--- config.mk ---
export PLATFORM = sky130hd
export DESIGN_NAME = hamming12_decoder
export DESIGN_NICKNAME = d
export VERILOG_FILES = /design/src/rtl/hamming12_decoder.sv
export SDC_FILE = /design/constraint.sdc
export NUM_CORES = 1
export LEC_CHECK = 0
export CAP_MARGIN = 5
export CORE_ASPECT_RATIO = 1.25
export CORE_MARGIN = 8
export CORE_UTILIZATION = 40
export DETAILED_ROUTE_END_ITERATION = 10
export HOLD_SLACK_MARGIN = 0.06
export PLACE_DENSITY = 0.76
export SLEW_MARGIN = 40
export SYNTH_ARGS = -nofsm -noshare
export SYNTH_HDL_FRONTEND = slang
export SYNTH_SLANG_ARGS = --single-unit
--- constraint.sdc ---
create_clock -name clk -period 1.8 [get_ports clk]
set_input_delay 0.18 -clock clk [delete_from_list [all_inputs] [get_ports clk]]
set_output_delay 0.18 -clock clk [all_outputs]
set_load 0.02 [all_outputs]
--- src/rtl/hamming12_decoder.sv ---
// hamming12_decoder: two-stage pipelined SEC decoder for 12-bit Hamming codewords.
// Optional build macro HAMMING_ERR_CNT_EN adds saturating corrected/uncorrectable
// word counters; without it the counter ports read zero and clr_counts is ignored.
module hamming12_decoder (
    input  logic         clk,
    input  logic         rst_n,
    input  logic         in_valid,
    output logic         in_ready,
    input  logic [12:1]  in_code,
    output logic         out_valid,
    input  logic         out_ready,
    output logic [8:1]   out_data,
    output logic [3:0]   out_syndrome,
    output logic         out_corrected,
    output logic         out_uncorr,
    input  logic         clr_counts,
    output logic [15:0]  corr_count,
    output logic [15:0]  uncorr_count
);

    localparam int unsigned CODE_W = 12;
    localparam int unsigned DATA_W = 8;
    localparam int unsigned SYN_W  = 4;
    localparam int unsigned CNT_W  = 16;

    // Stage 1 registers
    logic              r_s1_valid;
    logic [CODE_W:1]   r_s1_code;

    // Output stage registers
    logic              r_out_valid;
    logic [DATA_W:1]   r_out_data;
    logic [SYN_W-1:0]  r_out_syndrome;
    logic              r_out_corrected;
    logic              r_out_uncorr;

    // Handshake / decode wires
    logic              w_out_free;
    logic              w_s1_adv;
    logic              w_accept;
    logic [SYN_W-1:0]  w_syn;
    logic [CODE_W:1]   w_flip;
    logic [CODE_W:1]   w_fixed;
    logic [DATA_W:1]   w_data;
    logic              w_corr;
    logic              w_uncorr;

    // Output slot can take a new word when empty or being drained this cycle
    assign w_out_free = !r_out_valid || out_ready;
    assign w_s1_adv   = r_s1_valid && w_out_free;
    assign in_ready   = !r_s1_valid || w_out_free;
    assign w_accept   = in_valid && in_ready;

    // Even-parity syndrome {s8,s4,s2,s1} over the stage-1 codeword
    assign w_syn[0] = r_s1_code[1] ^ r_s1_code[3] ^ r_s1_code[5] ^ r_s1_code[7]
                    ^ r_s1_code[9] ^ r_s1_code[11];
    assign w_syn[1] = r_s1_code[2] ^ r_s1_code[3] ^ r_s1_code[6] ^ r_s1_code[7]
                    ^ r_s1_code[10] ^ r_s1_code[11];
    assign w_syn[2] = r_s1_code[4] ^ r_s1_code[5] ^ r_s1_code[6] ^ r_s1_code[7]
                    ^ r_s1_code[12];
    assign w_syn[3] = r_s1_code[8] ^ r_s1_code[9] ^ r_s1_code[10] ^ r_s1_code[11]
                    ^ r_s1_code[12];

    // One-hot flip mask from syndrome; 0 and 13-15 decode to no flip
    always_comb begin
        w_flip = '0;
        for (int i = 1; i <= 12; i++) begin
            if (w_syn == 4'(i)) begin
                w_flip[i] = 1'b1;
            end
        end
    end

    assign w_fixed  = r_s1_code ^ w_flip;
    assign w_data   = {w_fixed[12], w_fixed[11], w_fixed[10], w_fixed[9],
                       w_fixed[7],  w_fixed[6],  w_fixed[5],  w_fixed[3]};
    assign w_corr   = (w_syn != 4'd0) && (w_syn <= 4'd12);
    assign w_uncorr = (w_syn >= 4'd13);

    // Stage 1: capture accepted word, empty when it moves on with nothing behind it
    always_ff @(posedge clk or negedge rst_n) begin
        if (!rst_n) begin
            r_s1_valid <= 1'b0;
            r_s1_code  <= '0;
        end else if (w_accept) begin
            r_s1_valid <= 1'b1;
            r_s1_code  <= in_code;
        end else if (w_s1_adv) begin
            r_s1_valid <= 1'b0;
        end
    end

    // Output stage: load decoded word, otherwise hold until consumed
    always_ff @(posedge clk or negedge rst_n) begin
        if (!rst_n) begin
            r_out_valid     <= 1'b0;
            r_out_data      <= '0;
            r_out_syndrome  <= '0;
            r_out_corrected <= 1'b0;
            r_out_uncorr    <= 1'b0;
        end else if (w_s1_adv) begin
            r_out_valid     <= 1'b1;
            r_out_data      <= w_data;
            r_out_syndrome  <= w_syn;
            r_out_corrected <= w_corr;
            r_out_uncorr    <= w_uncorr;
        end else if (out_ready) begin
            r_out_valid     <= 1'b0;
        end
    end

    assign out_valid     = r_out_valid;
    assign out_data      = r_out_data;
    assign out_syndrome  = r_out_syndrome;
    assign out_corrected = r_out_corrected;
    assign out_uncorr    = r_out_uncorr;

`ifdef HAMMING_ERR_CNT_EN
    logic [CNT_W-1:0] r_corr_count;
    logic [CNT_W-1:0] r_uncorr_count;

    // Saturating error counters; clear takes priority over a coincident increment
    always_ff @(posedge clk or negedge rst_n) begin
        if (!rst_n) begin
            r_corr_count   <= '0;
            r_uncorr_count <= '0;
        end else if (clr_counts) begin
            r_corr_count   <= '0;
            r_uncorr_count <= '0;
        end else if (w_s1_adv) begin
            if (w_corr && (r_corr_count != 16'hFFFF)) begin
                r_corr_count <= r_corr_count + 16'd1;
            end
            if (w_uncorr && (r_uncorr_count != 16'hFFFF)) begin
                r_uncorr_count <= r_uncorr_count + 16'd1;
            end
        end
    end

    assign corr_count   = r_corr_count;
    assign uncorr_count = r_uncorr_count;
`else
    logic w_unused_clr;

    assign w_unused_clr = clr_counts;
    assign corr_count   = '0;
    assign uncorr_count = '0;
`endif

endmodule

* After elaboration in Yosys (flattened, before gate mapping) *
Cells that the tools add are included.

word-level totals
  flip-flop bits (word level) = 28
  output and inout port bits = 48
  word-level logic and storage cells = 66

cells by class
  magnitude comparators = 2
  equality and inequality tests = 12
  muxes and demuxes = 16
  bitwise operators = 19
  reduce and logical (&&, ||, !) cells = 10

operators with widths
  cell                                                      number
  == test 4 bit, second input constant                      5
  bitwise XOR 1 bit                                         18
  == test 4 x 3 -> 1 bit, second input constant             4
  two-way mux 1 bit                                         16
  bitwise XOR 12 bit                                        1
  == test 4 x 2 -> 1 bit, second input constant             2
  == test 4 x 1 -> 1 bit, second input constant             1
  greater-or-equal comparator 4 bit, second input constant  1
  <= comparator 4 bit, second input constant                1
  nonzero test 2 bit                                        2
  nonzero test 4 bit                                        1
  logical AND 1 bit                                         3
  logical NOT 1 bit                                         2
  logical OR 1 bit                                          2

* Depth between registers and ports, before layout *
Gate-level depths: netlist of run 1.

  word-level depth = 8
  gate-level depth with buffers = 6

* Worst setup path before layout of run 1 *
No wires, ideal clock.

  path type = register to register
  from = register r_s1_valid
  to = register r_s1_code[10] in the netlist's numbering
  library setup time = 125 ps
  data arrival time = 1,730 ps
  data required time = 1,675 ps
  setup slack = -55 ps
  cell stages (with the launch flop) = 6
  buffers on the path = 2
  clock period less this slack = 1,855 ps
  path through = dfrtp_1 -> clkbuf_1 -> nand3b_1 -> nand2_1 -> clkbuf_1 -> mux2_2

between the ends
  longest elaborated chain between the ends = 3

RTL lines
  element                   RTL line  text
  start: declaration        27        logic r_s1_valid;
  start signal: assignment  83        r_s1_valid <= 1'b0;
  start signal: assignment  86        r_s1_valid <= 1'b1;
  start signal: assignment  89        r_s1_valid <= 1'b0;
  logical NOT 1 bit         51        assign in_ready = !r_s1_valid || w_out_free;
  logical OR 1 bit          51
  via in_ready              8         output logic in_ready,
  logical AND 1 bit         52        assign w_accept = in_valid && in_ready;
  end signal: assignment    87        r_s1_code <= in_code;
  end: declaration          28        logic [CODE_W:1] r_s1_code;

The timed path passes the listed nets, and every way through them passes these cells.
A chain may end at the register's enable or synchronous reset.

* Worst setup path after layout of run 1 *
  from = register r_s1_code[11] in the netlist's numbering
  to = register r_out_data (netlist bit out_data[1])

between the ends
  longest elaborated chain between the ends = 5
  elaborated cells between the ends (all ways) = 7
  classes of those cells = eq/ne (1); mux (1); bitwise (5)

RTL lines
  element                     RTL line  text
  bitwise XOR 1 bit           61        assign w_syn[3] = r_s1_code[8] ^ r_s1_code[9] ^ r_s1_code[10] ^ r_s1_code[11]
  bitwise XOR 1 bit           62        ^ r_s1_code[12];
  == test 4 x 2 -> 1 bit (*)  68        if (w_syn == 4'(i)) begin
  two-way mux 1 bit (*)       68
  bitwise XOR 12 bit (*)      74        assign w_fixed = r_s1_code ^ w_flip;
  end signal: assignment      103       r_out_data <= w_data;
  end: declaration            32        logic [DATA_W:1] r_out_data;

Every way passes the cells marked *; elsewhere a longest branch is shown, timed or not.

==> results of run 1 <==
logic make-up (layout without fill, tap and decap cells):
group	Yosys count	in the layout	synth area share (%)
buffers and inverters	38	61	15.2
other	1	32	0.210
AO/OA/AOI/OAI	22	22	10.7
flip-flops	28	28	39.3
XOR/XNOR	18	22	16.7
multiplexers	13	13	8.21
AND/OR/NAND/NOR	35	35	9.75
flip-flops by register name, indices dropped and copies added, names as in the netlist:
signal,cells
out_corrected,1
r_s1_valid,1
out_uncorr,1
out_syndrome,4
out_data,8
r_s1_code,12
out_valid,1
metal layers:
layer,vias up,track usage (%),share of wire [%]
met3,19,4.11,11
met2,95,20.7,51
met5,-,0,0
li1,624,-,-
met1,676,13.5,35
met4,0,4.34,3.1
where the power goes:
group / switching, uW / internal (uW)
logic: 1300 / 1250
clock network: 201 / 298
registers: 163 / 814
layout by cell type, fill, tap and decap left out, drive strengths merged:
cell	instances
a211oi	1
a221o	7
a31oi	1
a41oi	7
buf	25
bufinv	1
clkbuf	4
clkdlybuf4s50	30
conb	32
dfrtp	28
dlymetal6s2s	1
mux2	13
nand2	8
nand2b	3
nand3	7
nand3b	1
nor2	7
nor4	9
o21ai	4
o31ai	2
xnor2	8
xnor3	8
xor2	3
xor3	3
metrics by stage:
stage                     hold WS (ps)  setup slack [ps]  total power, uW  TNS (ps)  utilization (%)
after floorplan                   -116             -6.35             2170     -19.0                -
after global placement             460              -112             2810      -841             49.8
after detailed placement           472              -133             2850      -920             49.8
after CTS                          292             -19.9             3560     -98.5             54.3
after global routing               316              -163             4200     -1220             58.5
final                              267              -133             4020      -693             58.5
area by class of cell:
cell class | instances | area [sq um]
repair buffers | 57 | 531
well taps | 58 | 72.6
clock buffers | 3 | 41.3
clock inverters | 1 | 30.0
multi-input cells | 124 | 1170
flip-flops and latches | 28 | 704
fillers | 355 | 1810
worst paths after layout:
check                              start            end  depth (start not counted)
max                        r_s1_code[11]    out_data[1]                          4
min                                rst_n     out_uncorr                          2
max reg2reg                r_s1_code[11]    out_data[1]                          4
min reg2reg                  out_data[8]    out_data[8]                          2
max in group asynchronous          rst_n  r_s1_code[11]                          2
min in group clk                in_valid     r_s1_valid                          2
worst register-to-register path: cells and delay by family, from the launching register on:
family	cells	cell delay [ps]
AND/OR/NAND/NOR	1	360
AO/OA/AOI/OAI	1	210
flip-flops	1	510
XOR/XNOR	2	810
what timing repair did:
| item | 4_1_cts | 5_1_grt |
|---|---|---|
| endpoints found under the hold margin | 0 | 0 |
| setup buffers | 0 | 8 |
| gates resized for setup | 11 | 18 |
| pin swaps | 3 | 13 |
| gates cloned | 3 | 1 |
| endpoints found under the setup margin | 10 | 11 |
==> flow_summary.rst, run 1 <==
.. list-table::
   :header-rows: 1

   * - Metric
     - Value
   * - Cell area power density
     - ~1600 nW/um^2
   * - Clock latency at the later pin of the worst-skew pair
     - 280 ps
   * - Final setup viols
     - 9
   * - Sum of buffers and inverters on the critical path
     - 0
   * - Die height
     - ~91 um
   * - # clock sinks
     - 28
   * - Initial antenna violation count
     - 0
   * - Synthesized instance count
     - about 160
   * - Type of the setup path with the least slack
     - reg2reg
   * - Post-synthesis sequential area ratio
     - 39.3%
   * - GPL Wtd Cong
     - approximately 0.86
   * - Antenna cells
     - 0
   * - Number of iterations in the first detailed-routing pass
     - 4
   * - Max rail drop VDD
     - 0.000609 V
   * - Worst setup slack for register-to-register paths
     - -130 ps
   * - Wire length of the first global-routing pass
     - roughly 6600 um
   * - Std cell rows
     - 27
   * - Area growth from synthesis to final layout
     - 43.1%
   * - Horizontal die dimension
     - 75.7 um
   * - Startpoint kind of the worst setup timing path
     - register
   * - HP Class
     - in2async
   * - Via count of the first global-routing pass
     - 1371
   * - H-tree levels
     - 1
   * - Post-detailed-placement half-perimeter wirelength
     - 2830 um
   * - CP Cell Sequence
     - xor2_2, xnor3_2, nor4_2, a221o_2
   * - Cell variety after synth
     - 26
   * - Leading area contributor after synthesis
     - sky130_fd_sc_hd__dfrtp_1
   * - Yosys top cell area share
     - 39.3%
   * - Largest stage delay on the critical path
     - 570 ps
   * - Clock tree from TritonCTS
     - done
   * - Endpoint class of the critical path
     - register
   * - Number of buffers on the longest clock path
     - 2
   * - Violation count after the first detailed-routing iteration
     - 161
   * - CTS clk-pin slew, worst paths
     - 100 ps
   * - Post-Route WL
     - between 4000 and 5000 um
   * - Starting density of the core
     - about 41%
   * - Die area
     - 6860 sq um
   * - Synthesized area per cell
     - roughly 12 sq um
   * - Vias after detailed routing
     - 1414
   * - Gr ovfl total
     - 0
   * - Number of max-slew violations in the final report
     - 0
   * - Proportion of register bits with asynchronous set or reset after synthesis
     - 100%
   * - Clk root buf
     - sky130_fd_sc_hd__clkbuf_8
   * - Post-detailed-route DRC marker count
     - 0
   * - Critical path data arrival time
     - 2160 ps
   * - Most instantiated flip-flop cell in the synthesis netlist
     - sky130_fd_sc_hd__dfrtp_1
   * - Quantity of I/O buffers inserted on ports
     - 31
   * - Least setup slack across all paths after layout
     - -133 ps
   * - Portion of the clock cycle consumed by the worst path in the final layout
     - 107%
   * - Static leakage power
     - 0.00115 uW
   * - Ratio of cells with drive above 1 in the final layout
     - about 37%
   * - CTS buffer count
     - 3
   * - Top-level port count
     - 65
   * - Final design area excluding fillers
     - between 2000 and 3000 sq um
   * - Post-layout min period
     - 1930 ps
   * - Failing checks
     - negative setup slack
   * - Largest delay share family, worst path
     - XOR/XNOR gates
   * - Synth Register Bits
     - 28
   * - Final setup skew
     - roughly 9.6 ps
   * - Top fanout value on the critical path
     - 5
   * - Post-route ant nets
     - 0
   * - Number of enable-type register cells in the synthesized netlist
     - 0
   * - Unrepaired setup endpoints after global routing
     - yes
   * - Count of yosys warnings during synthesis
     - 0
   * - Cell with the most instances after synthesis
     - sky130_fd_sc_hd__buf_4
   * - Critical path's slowest cell
     - sky130_fd_sc_hd__xnor3_2
   * - Core Region
     - around 4400 sq um
   * - Maximum number of pins on one net before global-route repair
     - 29
   * - Area contributors post-synth
     - sky130_fd_sc_hd__dfrtp_1 39%, sky130_fd_sc_hd__buf_4 13%, sky130_fd_sc_hd__mux2_2 8.2%
   * - Outcome
     - finished, violations left
   * - Number of max-cap violations
     - 0
   * - Filler-free cell count of the finished design
     - 271
   * - Drt wl/cell
     - between 15 and 20 um
   * - Area of the mapped netlist
     - about 1800 sq um
   * - Via-to-Cell Ratio
     - ~5.2
   * - Crit path required time
     - 2030 ps
   * - Number of buffers inserted for hold repair after clock tree synthesis
     - 0
   * - Fin. Hold Viols
     - 0
   * - Cell types with the highest counts after synthesis
     - 32 x sky130_fd_sc_hd__buf_4, 28 x sky130_fd_sc_hd__dfrtp_1, 13 x sky130_fd_sc_hd__mux2_2, 9 x sky130_fd_sc_hd__nor4_1, 8 x sky130_fd_sc_hd__nand2_1
   * - Layout net count
     - about 230
   * - Total routing resource utilization after global routing
     - between 10% and 20%
   * - DP Cell Count
     - roughly 260
   * - Post-detailed-placement cell area
     - 2170 sq um
   * - Fmax
     - 0.517 GHz
(Power assumes the default switching activity.)
==> run 2, diff against run 1 <==
--- a/config.mk
+++ b/config.mk
@@ -11,6 +11,7 @@
 export CORE_UTILIZATION = 40
 export DETAILED_ROUTE_END_ITERATION = 10
 export HOLD_SLACK_MARGIN = 0.06
+export MAX_ROUTING_LAYER = met4
 export PLACE_DENSITY = 0.76
 export SLEW_MARGIN = 40
 export SYNTH_ARGS = -nofsm -noshare
==> flow_summary.rst, run 2 (synthesis gave the netlist of run 1 again) <==
.. list-table::
   :header-rows: 1

   * - Metric
     - Value
   * - Outcome
     - finished, violations left
   * - Failing checks
     - negative setup slack
   * - Drt wl/cell
     - 15.7 um (-8.7%)
   * - Number of max-cap violations
     - 0 (unchanged)
   * - Min Hold Slack
     - 291 ps (+24.2 ps)
   * - Critical path's slowest cell
     - sky130_fd_sc_hd__dfrtp_2
   * - Reg-to-reg critical path startpoint
     - r_s1_code[7]
   * - GR Layer Usage met2
     - 20.5% (-0.22 points)
   * - Largest register by flop count
     - r_s1_code
   * - Crit path required time
     - 1960 ps (-70 ps)
   * - Std cell rows
     - 27 (unchanged)
   * - Unrepaired setup endpoints after global routing
     - yes
   * - Static leakage power
     - 0.00112 uW (-2.6%)
   * - M3 GR Usage
     - 1.33% (-2.8 points)
   * - Worst R2R End
     - out_data[2]
   * - Via-to-Cell Ratio
     - 4.98 (-4.6%)
   * - Maximum number of pins on one net before global-route repair
     - 29 (unchanged)
   * - Clk root buf
     - sky130_fd_sc_hd__clkbuf_8
   * - Filler instances
     - 363 (+2.3%)
   * - Fmax
     - 0.531 GHz (+2.6%)
   * - Number of cells on the worst reg-to-reg path
     - 5 (+1)
   * - Number of buffers on the longest clock path
     - 2 (unchanged)
   * - Gr ovfl total
     - 0 (unchanged)
   * - Post-placement setup slack
     - -172 ps (-39.0 ps)
   * - Total routing resource utilization after global routing
     - 12.1% (-0.11 points)
   * - Clock latency at the later pin of the worst-skew pair
     - 270 ps (about the same)
   * - Least setup slack across all paths after layout
     - -82.8 ps (+49.8 ps)
   * - Post-Route WL
     - 4270 um (-8.4%)
   * - Starting density of the core
     - 40.9% (unchanged)
   * - Type of the setup path with the least slack
     - reg2reg
   * - Area growth from synthesis to final layout
     - 40.8%
   * - Post-layout min period
     - 1880 ps (-49.8 ps)
   * - H-tree levels
     - 1 (unchanged)
   * - # clock sinks
     - 28 (unchanged)
   * - Sum of buffers and inverters on the critical path
     - 1 (+1)
   * - Post-detailed-placement half-perimeter wirelength
     - 2820 um (-0.48%)
   * - Final setup skew
     - 3.04 ps (-6.61 ps)
   * - Horizontal die dimension
     - 75.7 um (unchanged)
   * - CTS buffer count
     - 3 (unchanged)
   * - Met1 capacity usage during global routing
     - 14.3% (+0.74 points)
   * - Number of max-slew violations in the final report
     - 0 (unchanged)
   * - Fin. Hold Viols
     - 0 (unchanged)
   * - Leading cell type in the layout, fill and taps excluded
     - sky130_fd_sc_hd__conb_1
   * - Quantity of I/O buffers inserted on ports
     - 31 (unchanged)
   * - Endpoint class of the critical path
     - register
   * - Ratio of cells with drive above 1 in the final layout
     - 36.9% (+0.30 points)
   * - CTS clk-pin slew, worst paths
     - 90 ps (about the same)
   * - Layout net count
     - 232 (+0.43%)
   * - Cell area power density
     - 1600 nW/um^2 (+1.4%)
   * - Final setup viols
     - 10 (+1)
   * - Wire length of the first global-routing pass
     - 6390 um (-3.3%)
   * - Largest stage delay on the critical path
     - 480 ps (-90 ps)
   * - Startpoint kind of the worst setup timing path
     - register
   * - Commonest cells after routing, fill and taps aside
     - 32 x sky130_fd_sc_hd__conb_1, 30 x sky130_fd_sc_hd__clkdlybuf4s50_1, 24 x sky130_fd_sc_hd__dfrtp_1, 24 x sky130_fd_sc_hd__buf_4, 13 x sky130_fd_sc_hd__mux2_2
   * - Via count of the first global-routing pass
     - 1344 (-2.0%)
   * - Critical path data arrival time
     - 2040 ps (-120 ps)
   * - Initial antenna violation count
     - 0 (unchanged)
   * - Clock tree from TritonCTS
     - done
   * - Top-level port count
     - 65 (unchanged)
   * - CP Cell Sequence
     - xnor2_4, buf_4, xor3_2, a41oi_1, a221o_2
   * - GPL Wtd Cong
     - 0.863 (+0.56%)
   * - Top fanout value on the critical path
     - 8 (+3)
   * - Worst setup slack for register-to-register paths
     - -80 ps (+50 ps)
   * - Routing layer with the top usage in global route
     - met2
   * - Violation count after the first detailed-routing iteration
     - 94 (-42%)
   * - Vias after detailed routing
     - 1354 (-4.2%)
   * - Number of buffers inserted for hold repair after clock tree synthesis
     - 0 (unchanged)
   * - Core Region
     - 4360 sq um (unchanged)
   * - Die area
     - 6860 sq um (unchanged)
   * - Number of iterations in the first detailed-routing pass
     - 4 (unchanged)
   * - Largest delay share family, worst path
     - XOR/XNOR gates
   * - Number of flip-flops under the largest register name
     - 12 (unchanged)
   * - HP Class
     - in2async
   * - Antenna cells
     - 0 (unchanged)
   * - Die height
     - 90.6 um (unchanged)
   * - Portion of the clock cycle consumed by the worst path in the final layout
     - 105% (-2.8 points)
   * - Max rail drop VDD
     - 0.000721 V (+18%)
   * - Post-route ant nets
     - 0 (unchanged)
   * - Post-detailed-route DRC marker count
     - 0 (unchanged)
-- run 2: report_power, final --
part	switching, uW	internal (uW)	total [uW]
Clock	188	297	485
Combinational	1310	1260	2580
Sequential	137	815	951
Total	1630	2380	4010
-- run 2: cell type report --
class | count | area [sq um] | share of cell area (%)
Multi-Input combinational cell | 121 | 1080 | 43.1
Sequential cell | 28 | 706 | 28.1
Timing Repair Buffer | 61 | 578 | 23.0
Tap cell | 58 | 72.6 | 2.89
Clock buffer | 3 | 41.3 | 1.65
Clock inverter | 1 | 30.0 | 1.20
-- run 2: per-layer routing --
metal / share of wire (%) / vias to the layer above / routed length [um]
met5: 0 / - / 0
met4: 1.7 / 0 / 72
met3: 8.0 / 8 / 340
met2: 53 / 79 / 2280
met1: 37 / 644 / 1570
li1: - / 623 / -
-- run 2: what timing repair did --
action,CTS,global route
setup buffers,8,3
cloned,0,1
pin swaps,6,8
setup endpoints to repair,10,11
gates resized for setup,18,13
-- run 2: worst max-delay path by stage --
stage             startpoint           to  slack (ps)  cells after the start
2_1_floorplan  r_s1_code[10]  out_data[1]          -6                      4
3_3_place_gp    r_s1_code[6]  out_data[1]        -110                      4
3_5_place_dp    r_s1_code[7]  out_data[1]        -170                      4
4_1_cts         r_s1_code[3]  out_data[5]         -20                      6
5_1_grt         r_s1_code[7]  out_data[5]        -140                      5
6_report        r_s1_code[7]  out_data[2]         -80                      5
-- run 2: per-stage QoR --
step | util, % | cells | cell area, sq um | TNS, ps | total power (uW)
global placement | 50.0 | 256 | 2180 | -825 | 2850
CTS | 55.1 | 268 | 2400 | -90.4 | 3710
detailed placement | 50.0 | 256 | 2180 | -1140 | 2870
global route | 57.6 | 272 | 2510 | -1130 | 4210
floorplan | - | 186 | 1900 | -19.0 | 2170
finish | 57.6 | 272 | 2510 | -426 | 4010
